===== src/rtl/sine_cos_cross_detector_pkg.sv =====
// Shared constants for the sine/cos generator, its crossing monitor and benches.
package sine_cos_cross_detector_pkg;

  // Default sample and counter widths used across the sine/cos slice.
  localparam int unsigned SC_WIDTH     = 16;
  localparam int unsigned SC_CNT_WIDTH = 16;

  // Crossing monitor states: INIT until the first clear relation is seen.
  typedef enum logic [1:0] {
    ST_INIT  = 2'd0,
    ST_ABOVE = 2'd1,
    ST_BELOW = 2'd2
  } cross_state_e;

  // Even parity of a state encoding, for use by state-integrity checkers.
  function automatic logic state_parity(input cross_state_e st);
    return ^st;
  endfunction

endpackage


===== src/rtl/sine_cos_hyst_cmp.sv =====
// Combinational comparator: extends a/b by one bit, subtracts, and classifies
// the difference against a symmetric hysteresis band.
module sine_cos_hyst_cmp #(
  parameter int unsigned WIDTH  = 16,
  parameter int unsigned SIGNED = 1,
  parameter int unsigned HYST   = 0
) (
  input  logic [WIDTH-1:0] a_i,
  input  logic [WIDTH-1:0] b_i,
  output logic             eq_o,
  output logic             lt_o,
  output logic             gt_o,
  output logic             up_o,
  output logic             down_o
);

  // Band edges at WIDTH+1 bits; HYST < 2^(WIDTH-1) keeps both in range.
  localparam logic signed [WIDTH:0] HYST_POS = $signed((WIDTH+1)'(HYST));
  localparam logic signed [WIDTH:0] HYST_NEG = -HYST_POS;

  logic [WIDTH:0]        a_ext_s;
  logic [WIDTH:0]        b_ext_s;
  logic signed [WIDTH:0] diff_s;

  // Extend both samples by one bit so the difference can never overflow.
  always_comb begin
    if (SIGNED != 0) begin
      a_ext_s = {a_i[WIDTH-1], a_i};
      b_ext_s = {b_i[WIDTH-1], b_i};
    end else begin
      a_ext_s = {1'b0, a_i};
      b_ext_s = {1'b0, b_i};
    end
    diff_s = $signed(a_ext_s - b_ext_s);
  end

  assign eq_o   = (diff_s == {(WIDTH+1){1'b0}});
  assign lt_o   = diff_s[WIDTH];
  assign gt_o   = !diff_s[WIDTH] && (diff_s != {(WIDTH+1){1'b0}});
  assign up_o   = (diff_s > HYST_POS);
  assign down_o = (diff_s < HYST_NEG);

endmodule


===== src/rtl/sine_cos_cross_detector.sv =====
// Streaming crossing monitor for the sine/cos generator: registered relation
// flags, rise/fall pulses, a wrapping crossing count and rise-to-rise period.
module sine_cos_cross_detector
  import sine_cos_cross_detector_pkg::*;
#(
  parameter int unsigned WIDTH     = SC_WIDTH,
  parameter int unsigned SIGNED    = 1,
  parameter int unsigned HYST      = 0,
  parameter int unsigned CNT_WIDTH = SC_CNT_WIDTH
) (
  input  logic                 clk_i,
  input  logic                 reset_ni,
  input  logic                 en_i,
  input  logic                 clear_i,
  input  logic [WIDTH-1:0]     a_i,
  input  logic [WIDTH-1:0]     b_i,
  output logic                 eq_o,
  output logic                 lt_o,
  output logic                 gt_o,
  output logic                 rise_o,
  output logic                 fall_o,
  output logic [CNT_WIDTH-1:0] cross_count_o,
  output logic [CNT_WIDTH-1:0] period_o,
  output logic                 period_valid_o,
  output logic                 period_sat_o
);

  localparam logic [CNT_WIDTH-1:0] CNT_ZERO = {CNT_WIDTH{1'b0}};
  localparam logic [CNT_WIDTH-1:0] CNT_ONE  = CNT_WIDTH'(1);
  localparam logic [CNT_WIDTH-1:0] CNT_MAX  = {CNT_WIDTH{1'b1}};

  logic cmp_eq_s, cmp_lt_s, cmp_gt_s, cmp_up_s, cmp_down_s;

  cross_state_e         state_q, state_d;
  logic                 eq_q, eq_d, lt_q, lt_d, gt_q, gt_d;
  logic                 rise_q, rise_d, fall_q, fall_d;
  logic [CNT_WIDTH-1:0] cross_count_q, cross_count_d;
  logic [CNT_WIDTH-1:0] period_q, period_d;
  logic                 period_valid_q, period_valid_d;
  logic                 period_sat_q, period_sat_d;
  logic [CNT_WIDTH-1:0] cnt_q, cnt_d;
  logic                 have_rise_q, have_rise_d;
  logic [CNT_WIDTH-1:0] cnt_inc_s;

  sine_cos_hyst_cmp #(
    .WIDTH  (WIDTH),
    .SIGNED (SIGNED),
    .HYST   (HYST)
  ) u_cmp (
    .a_i    (a_i),
    .b_i    (b_i),
    .eq_o   (cmp_eq_s),
    .lt_o   (cmp_lt_s),
    .gt_o   (cmp_gt_s),
    .up_o   (cmp_up_s),
    .down_o (cmp_down_s)
  );

  // Counter + 1 that sticks at the maximum instead of wrapping.
  always_comb begin
    if (cnt_q == CNT_MAX) begin
      cnt_inc_s = CNT_MAX;
    end else begin
      cnt_inc_s = cnt_q + CNT_ONE;
    end
  end

  // Next-state logic: FSM transitions, pulses, counters and relation flags.
  always_comb begin
    state_d        = state_q;
    eq_d           = eq_q;
    lt_d           = lt_q;
    gt_d           = gt_q;
    rise_d         = 1'b0;
    fall_d         = 1'b0;
    cross_count_d  = cross_count_q;
    period_d       = period_q;
    period_valid_d = 1'b0;
    period_sat_d   = period_sat_q;
    cnt_d          = cnt_q;
    have_rise_d    = have_rise_q;

    if (clear_i) begin
      // Clear wins over any crossing seen on the same sample.
      state_d       = ST_INIT;
      cnt_d         = CNT_ZERO;
      have_rise_d   = 1'b0;
      cross_count_d = CNT_ZERO;
      period_sat_d  = 1'b0;
    end else if (en_i) begin
      eq_d = cmp_eq_s;
      lt_d = cmp_lt_s;
      gt_d = cmp_gt_s;

      case (state_q)
        ST_INIT: begin
          // The first clear relation only seeds the state; it is not a crossing.
          if (cmp_up_s) begin
            state_d = ST_ABOVE;
          end else if (cmp_down_s) begin
            state_d = ST_BELOW;
          end else begin
            state_d = ST_INIT;
          end
        end
        ST_BELOW: begin
          if (cmp_up_s) begin
            state_d = ST_ABOVE;
            rise_d  = 1'b1;
          end else begin
            state_d = ST_BELOW;
          end
        end
        ST_ABOVE: begin
          if (cmp_down_s) begin
            state_d = ST_BELOW;
            fall_d  = 1'b1;
          end else begin
            state_d = ST_ABOVE;
          end
        end
        default: begin
          state_d = ST_INIT;
        end
      endcase

      if (rise_d || fall_d) begin
        cross_count_d = cross_count_q + CNT_ONE;
      end else begin
        cross_count_d = cross_count_q;
      end

      if (cnt_q == CNT_MAX) begin
        period_sat_d = 1'b1;
      end else begin
        period_sat_d = period_sat_q;
      end

      if (rise_d) begin
        // The rise sample itself counts toward the period it closes.
        if (have_rise_q) begin
          period_d       = cnt_inc_s;
          period_valid_d = 1'b1;
        end else begin
          period_d       = period_q;
          period_valid_d = 1'b0;
        end
        cnt_d       = CNT_ZERO;
        have_rise_d = 1'b1;
      end else begin
        cnt_d = cnt_inc_s;
      end
    end else begin
      state_d = state_q;
    end
  end

  // State and output registers; async reset returns everything to idle.
  always_ff @(posedge clk_i or negedge reset_ni) begin
    if (!reset_ni) begin
      state_q        <= ST_INIT;
      eq_q           <= 1'b0;
      lt_q           <= 1'b0;
      gt_q           <= 1'b0;
      rise_q         <= 1'b0;
      fall_q         <= 1'b0;
      cross_count_q  <= CNT_ZERO;
      period_q       <= CNT_ZERO;
      period_valid_q <= 1'b0;
      period_sat_q   <= 1'b0;
      cnt_q          <= CNT_ZERO;
      have_rise_q    <= 1'b0;
    end else begin
      state_q        <= state_d;
      eq_q           <= eq_d;
      lt_q           <= lt_d;
      gt_q           <= gt_d;
      rise_q         <= rise_d;
      fall_q         <= fall_d;
      cross_count_q  <= cross_count_d;
      period_q       <= period_d;
      period_valid_q <= period_valid_d;
      period_sat_q   <= period_sat_d;
      cnt_q          <= cnt_d;
      have_rise_q    <= have_rise_d;
    end
  end

  assign eq_o           = eq_q;
  assign lt_o           = lt_q;
  assign gt_o           = gt_q;
  assign rise_o         = rise_q;
  assign fall_o         = fall_q;
  assign cross_count_o  = cross_count_q;
  assign period_o       = period_q;
  assign period_valid_o = period_valid_q;
  assign period_sat_o   = period_sat_q;

endmodule


===== config.mk =====
export PLATFORM = sky130hd
export DESIGN_NAME = sine_cos_cross_detector
export DESIGN_NICKNAME = d
export VERILOG_FILES = /design/src/rtl/sine_cos_cross_detector_pkg.sv /design/src/rtl/sine_cos_hyst_cmp.sv /design/src/rtl/sine_cos_cross_detector.sv
export SDC_FILE = /design/constraint.sdc
export NUM_CORES = 1
export LEC_CHECK = 0
export CORE_ASPECT_RATIO = 1.1
export CORE_MARGIN = 4
export CORE_UTILIZATION = 41
export CTS_CLUSTER_SIZE = 12
export DETAILED_ROUTE_END_ITERATION = 6
export PLACE_DENSITY = 0.65
export SYNTH_ARGS = -nofsm -noshare
export SYNTH_HDL_FRONTEND = slang
export SYNTH_SLANG_ARGS = --single-unit

===== constraint.sdc =====
create_clock -name clk_i -period 4.8 [get_ports clk_i]
set_input_delay 1.2 -clock clk_i [delete_from_list [all_inputs] [get_ports clk_i]]
set_output_delay 1.2 -clock clk_i [all_outputs]
set_load 0.03 [all_outputs]

==> results.py <==
metrics = {
    "run_status": {
        "outcome": "finished clean",
    },
    "setup_path": {
        "slowest_stage": "clkdlybuf4s50_1",
        "slowest_delay_ns": 0.45,
        "arrival_ns": 4.70,
        "criticalPathCategory": "in -> reg",
        "cp_cell_sequence": "clkdlybuf4s50_1, inv_1, ha_1, fa_1, and2b_4, o221ai_4, a2111o_1, and3_1, nor4_2, nand4_2, o21ai_4, or4_4, mux2_2",
        "worstSetupEndpointType": "register",
        "crit_required_ns": 5.01,
        "cp-start-kind": "primary input",
        "cp_max_fo": 17,
    },
    "hold_path": {
        "hold_class": "reg -> reg",
    },
    "floorplan": {
        "core_mm2": 0.009537,
        "die_h_um": 112.7,
        "num_rows": 37,
        "initial_core_util_pct": 42.84,
        "die_area_mm2": 0.01163,
        "fp.dieW_um": 103.2,
        "io-pin-count": 75,
    },
    "routing": {
        "viasPerCell": 5.665,
        "ant_nets": 0,
        "drc": 0,
        "dr_total_vias": 3620,
        "routed_wl_mm": 9.618,
        "drt_iter0_drc": 190,
        "wl_per_cell_um": 15.05,
        "drt_pass1_iterations": 4,
    },
    "clock_tree": {
        "clk-insertion-delay-late_ns": 0.33,
        "cts_buffers": 9,
        "clk_path_buf_depth": 2,
        "post-cts-setup-buffers": 0,
        "tritoncts": "built",
        "clkTransAtPathRegs_ns": 0.07,
        "h-tree-depth": 3,
        "holdBufCountCts": 0,
        "post_cts_resized": 0,
        "cts_sinks": 58,
        "cts_root_buf": "clkbuf_8",
    },
    "grt": {
        "grt_pass1_wl_mm": 16.22,
        "grt_max_degree": 31,
        "grt_usage_pct": 16.93,
        "grt_pass1_vias": 3497,
        "overflow": 0,
        "antenna_found_initial": 0,
    },
    "synth": {
        "synth-seq-cells": 58,
        "seq_area_frac_synth_pct": 35.53,
        "synth_area_leaders": "dfrtp_1, ha_1, a21oi_1, nand2_1, o21ai_0",
        "yosysMostFrequentCell": "dfrtp_1",
        "ys_async_sr_fraction_pct": 100.0,
        "yosys_warnings": 0,
        "synthesis.area_mm2": 0.004085,
        "synthCells": 441,
        "synth.distinct_cells": 77,
        "syn_nets": 496,
        "synth_common_cells": "dfrtp_1, nand2_1, inv_1, a21oi_1",
        "synth_edf_count": 0,
        "avgSynthCellArea_um2": 9.263,
        "yosysTopAreaCell": "dfrtp_1",
        "synth-main-ff-cell": "dfrtp_1",
        "synth_top_area_share_pct": 35.53,
    },
    "pwr": {
        "p_per_area_mw_per_mm2": 257.0,
        "power.leakage_nw": 2.345,
        "irDropWorstVdd_mv": 0.2378,
    },
    "sta": {
        "rsz0062_at_grt": "false",
        "fmax_ghz": 0.2226,
        "hold_viol_final": 0,
        "fin_crit_sh_pct": 93.57,
        "setup_viol": 0,
        "setup_tns_ns": 0,
        "setup_ws_ns": 0.3085,
        "relSlewSlack_pct": 25.92,
        "slew_violations": 0,
        "fin_skew_ns": 0.009358,
        "post-route-min-period_ns": 4.491,
        "worst_pin_slew_ns": 1.107,
    },
    "layout": {
        "area.growth.synth_to_final_pct": 27.26,
        "diodes": 0,
        "fillers": 842,
        "drive_gt1_share_pct": 13.22,
        "fin_nets": 572,
    },
    "placement": {
        "place.port_buffers": 74,
        "place.gp.congestion": 0.8730,
        "place_ws_ns": -0.03057,
        "hpwl_mm": 7.100,
    },
    "job": {
        "drv_cap": 0,
    },
}
## cell type report
cell class,count,area (um^2),area share [%]
Multi-Input combinational cell,336,2424,46.62
Sequential cell,58,1451,27.92
Timing Repair Buffer,83,815.8,15.69
Clock buffer,12,155.1,2.984
Tap cell,117,146.4,2.816
Inverter,29,108.9,2.094
Clock inverter,4,97.59,1.877
## state kept, by name (all words and copies together), names as in the netlist
register	count
rise_o	1
state_q	2
cross_count_o	16
gt_o	1
cnt_q	16
period_valid_o	1
period_sat_o	1
eq_o	1
have_rise_q	1
lt_o	1
fall_o	1
period_o	16
## per-layer routing
layer  GRT usage (%)  vias up  part of all wire, %  routed length (um)
li1                -     1785                    -                   -
met1           23.73     1750                   47                4559
met2           26.87       76                   47                4555
met3           3.083        9                  4.3                 415
met4           4.404        0                 0.93                  89
met5               0        -                    0                   0
## path summary, 6_finish.rpt
path / to / from / cells after the start / slack (ns)
max in group asynchronous: cnt_q[14]$_DFFE_PN0P_ / reset_ni / 2 / 3.06
worst max register to register: period_o[13]$_DFFE_PN0P_ / cnt_q[0]$_DFFE_PN0P_ / 10 / 1.94
worst min-delay path: gt_o$_DFFE_PN0P_ / gt_o$_DFFE_PN0P_ / 2 / 0.48
worst min register to register: gt_o$_DFFE_PN0P_ / gt_o$_DFFE_PN0P_ / 2 / 0.48
worst max-delay path: period_o[0]$_DFFE_PN0P_ / a_i[0] / 13 / 0.31
min in group asynchronous: period_o[3]$_DFFE_PN0P_ / reset_ni / 1 / 0.90
## placed cells by master, fill, tap and decap left out, types with 6 or more instances in the layout
master            n
and3_1            8
o21a_1            6
nand3_1          16
nand2b_1          6
clkdlybuf4s50_1  73
nand2_1          35
nor2_1           24
nor2b_1           8
or2_2             6
dfrtp_1          58
a21oi_1          27
or4_1             8
o21ai_0          24
mux2_4            8
ha_1             18
mux2_2            9
or3_1             7
clkbuf_8         11
inv_1            29
a21o_1           11
buf_4             8
a22o_1           11
## logic make-up (layout without fill, tap and decap cells)
family,count (synthesis),count (layout),synth area share [%]
AOI/OAI and AO/OA,136,136,24.66
xor gates and xnor gates,10,10,2.144
adders and majority gates,19,19,6.003
buffers and inverters,47,128,5.145
DFF,58,58,35.53
muxes,21,21,6.401
and+or+nand+nor,150,150,20.12
## report_power, final
group / leakage [nW] / switching [mW] / total (mW) / internal [mW]
Clock: 0.123 / 0.192 / 0.565 / 0.374
Combinational: 1.42 / 0.148 / 0.265 / 0.117
Sequential: 0.799 / 0.00766 / 0.505 / 0.498
Total: 2.34 / 0.347 / 1.34 / 0.988
## stage by stage
stage / std cells / power (mW) / util, % / hold slack (ns) / instance area [um^2]
2_1_floorplan: 441 / 0.6865 / - / 0.4748 / 4085
3_3_place_gp: 623 / 0.7760 / 51.86 / 0.4687 / 4946
3_5_place_dp: 623 / 0.7779 / 51.86 / 0.4740 / 4946
4_1_cts: 639 / 1.352 / 54.51 / 0.4899 / 5199
5_1_grt: 639 / 1.402 / 54.51 / 0.5164 / 5199
6_report: 639 / 1.336 / 54.51 / 0.4802 / 5199
## critical path, delay by kind of cell
kind | cells | cell delay, ns
and+or+nand+nor | 5 | 1.29
AOI/OAI and AO/OA | 3 | 0.72
adders and majority gates | 2 | 0.62
buffers and inverters | 2 | 0.49
muxes | 1 | 0.38
(Power assumes the default switching activity.)
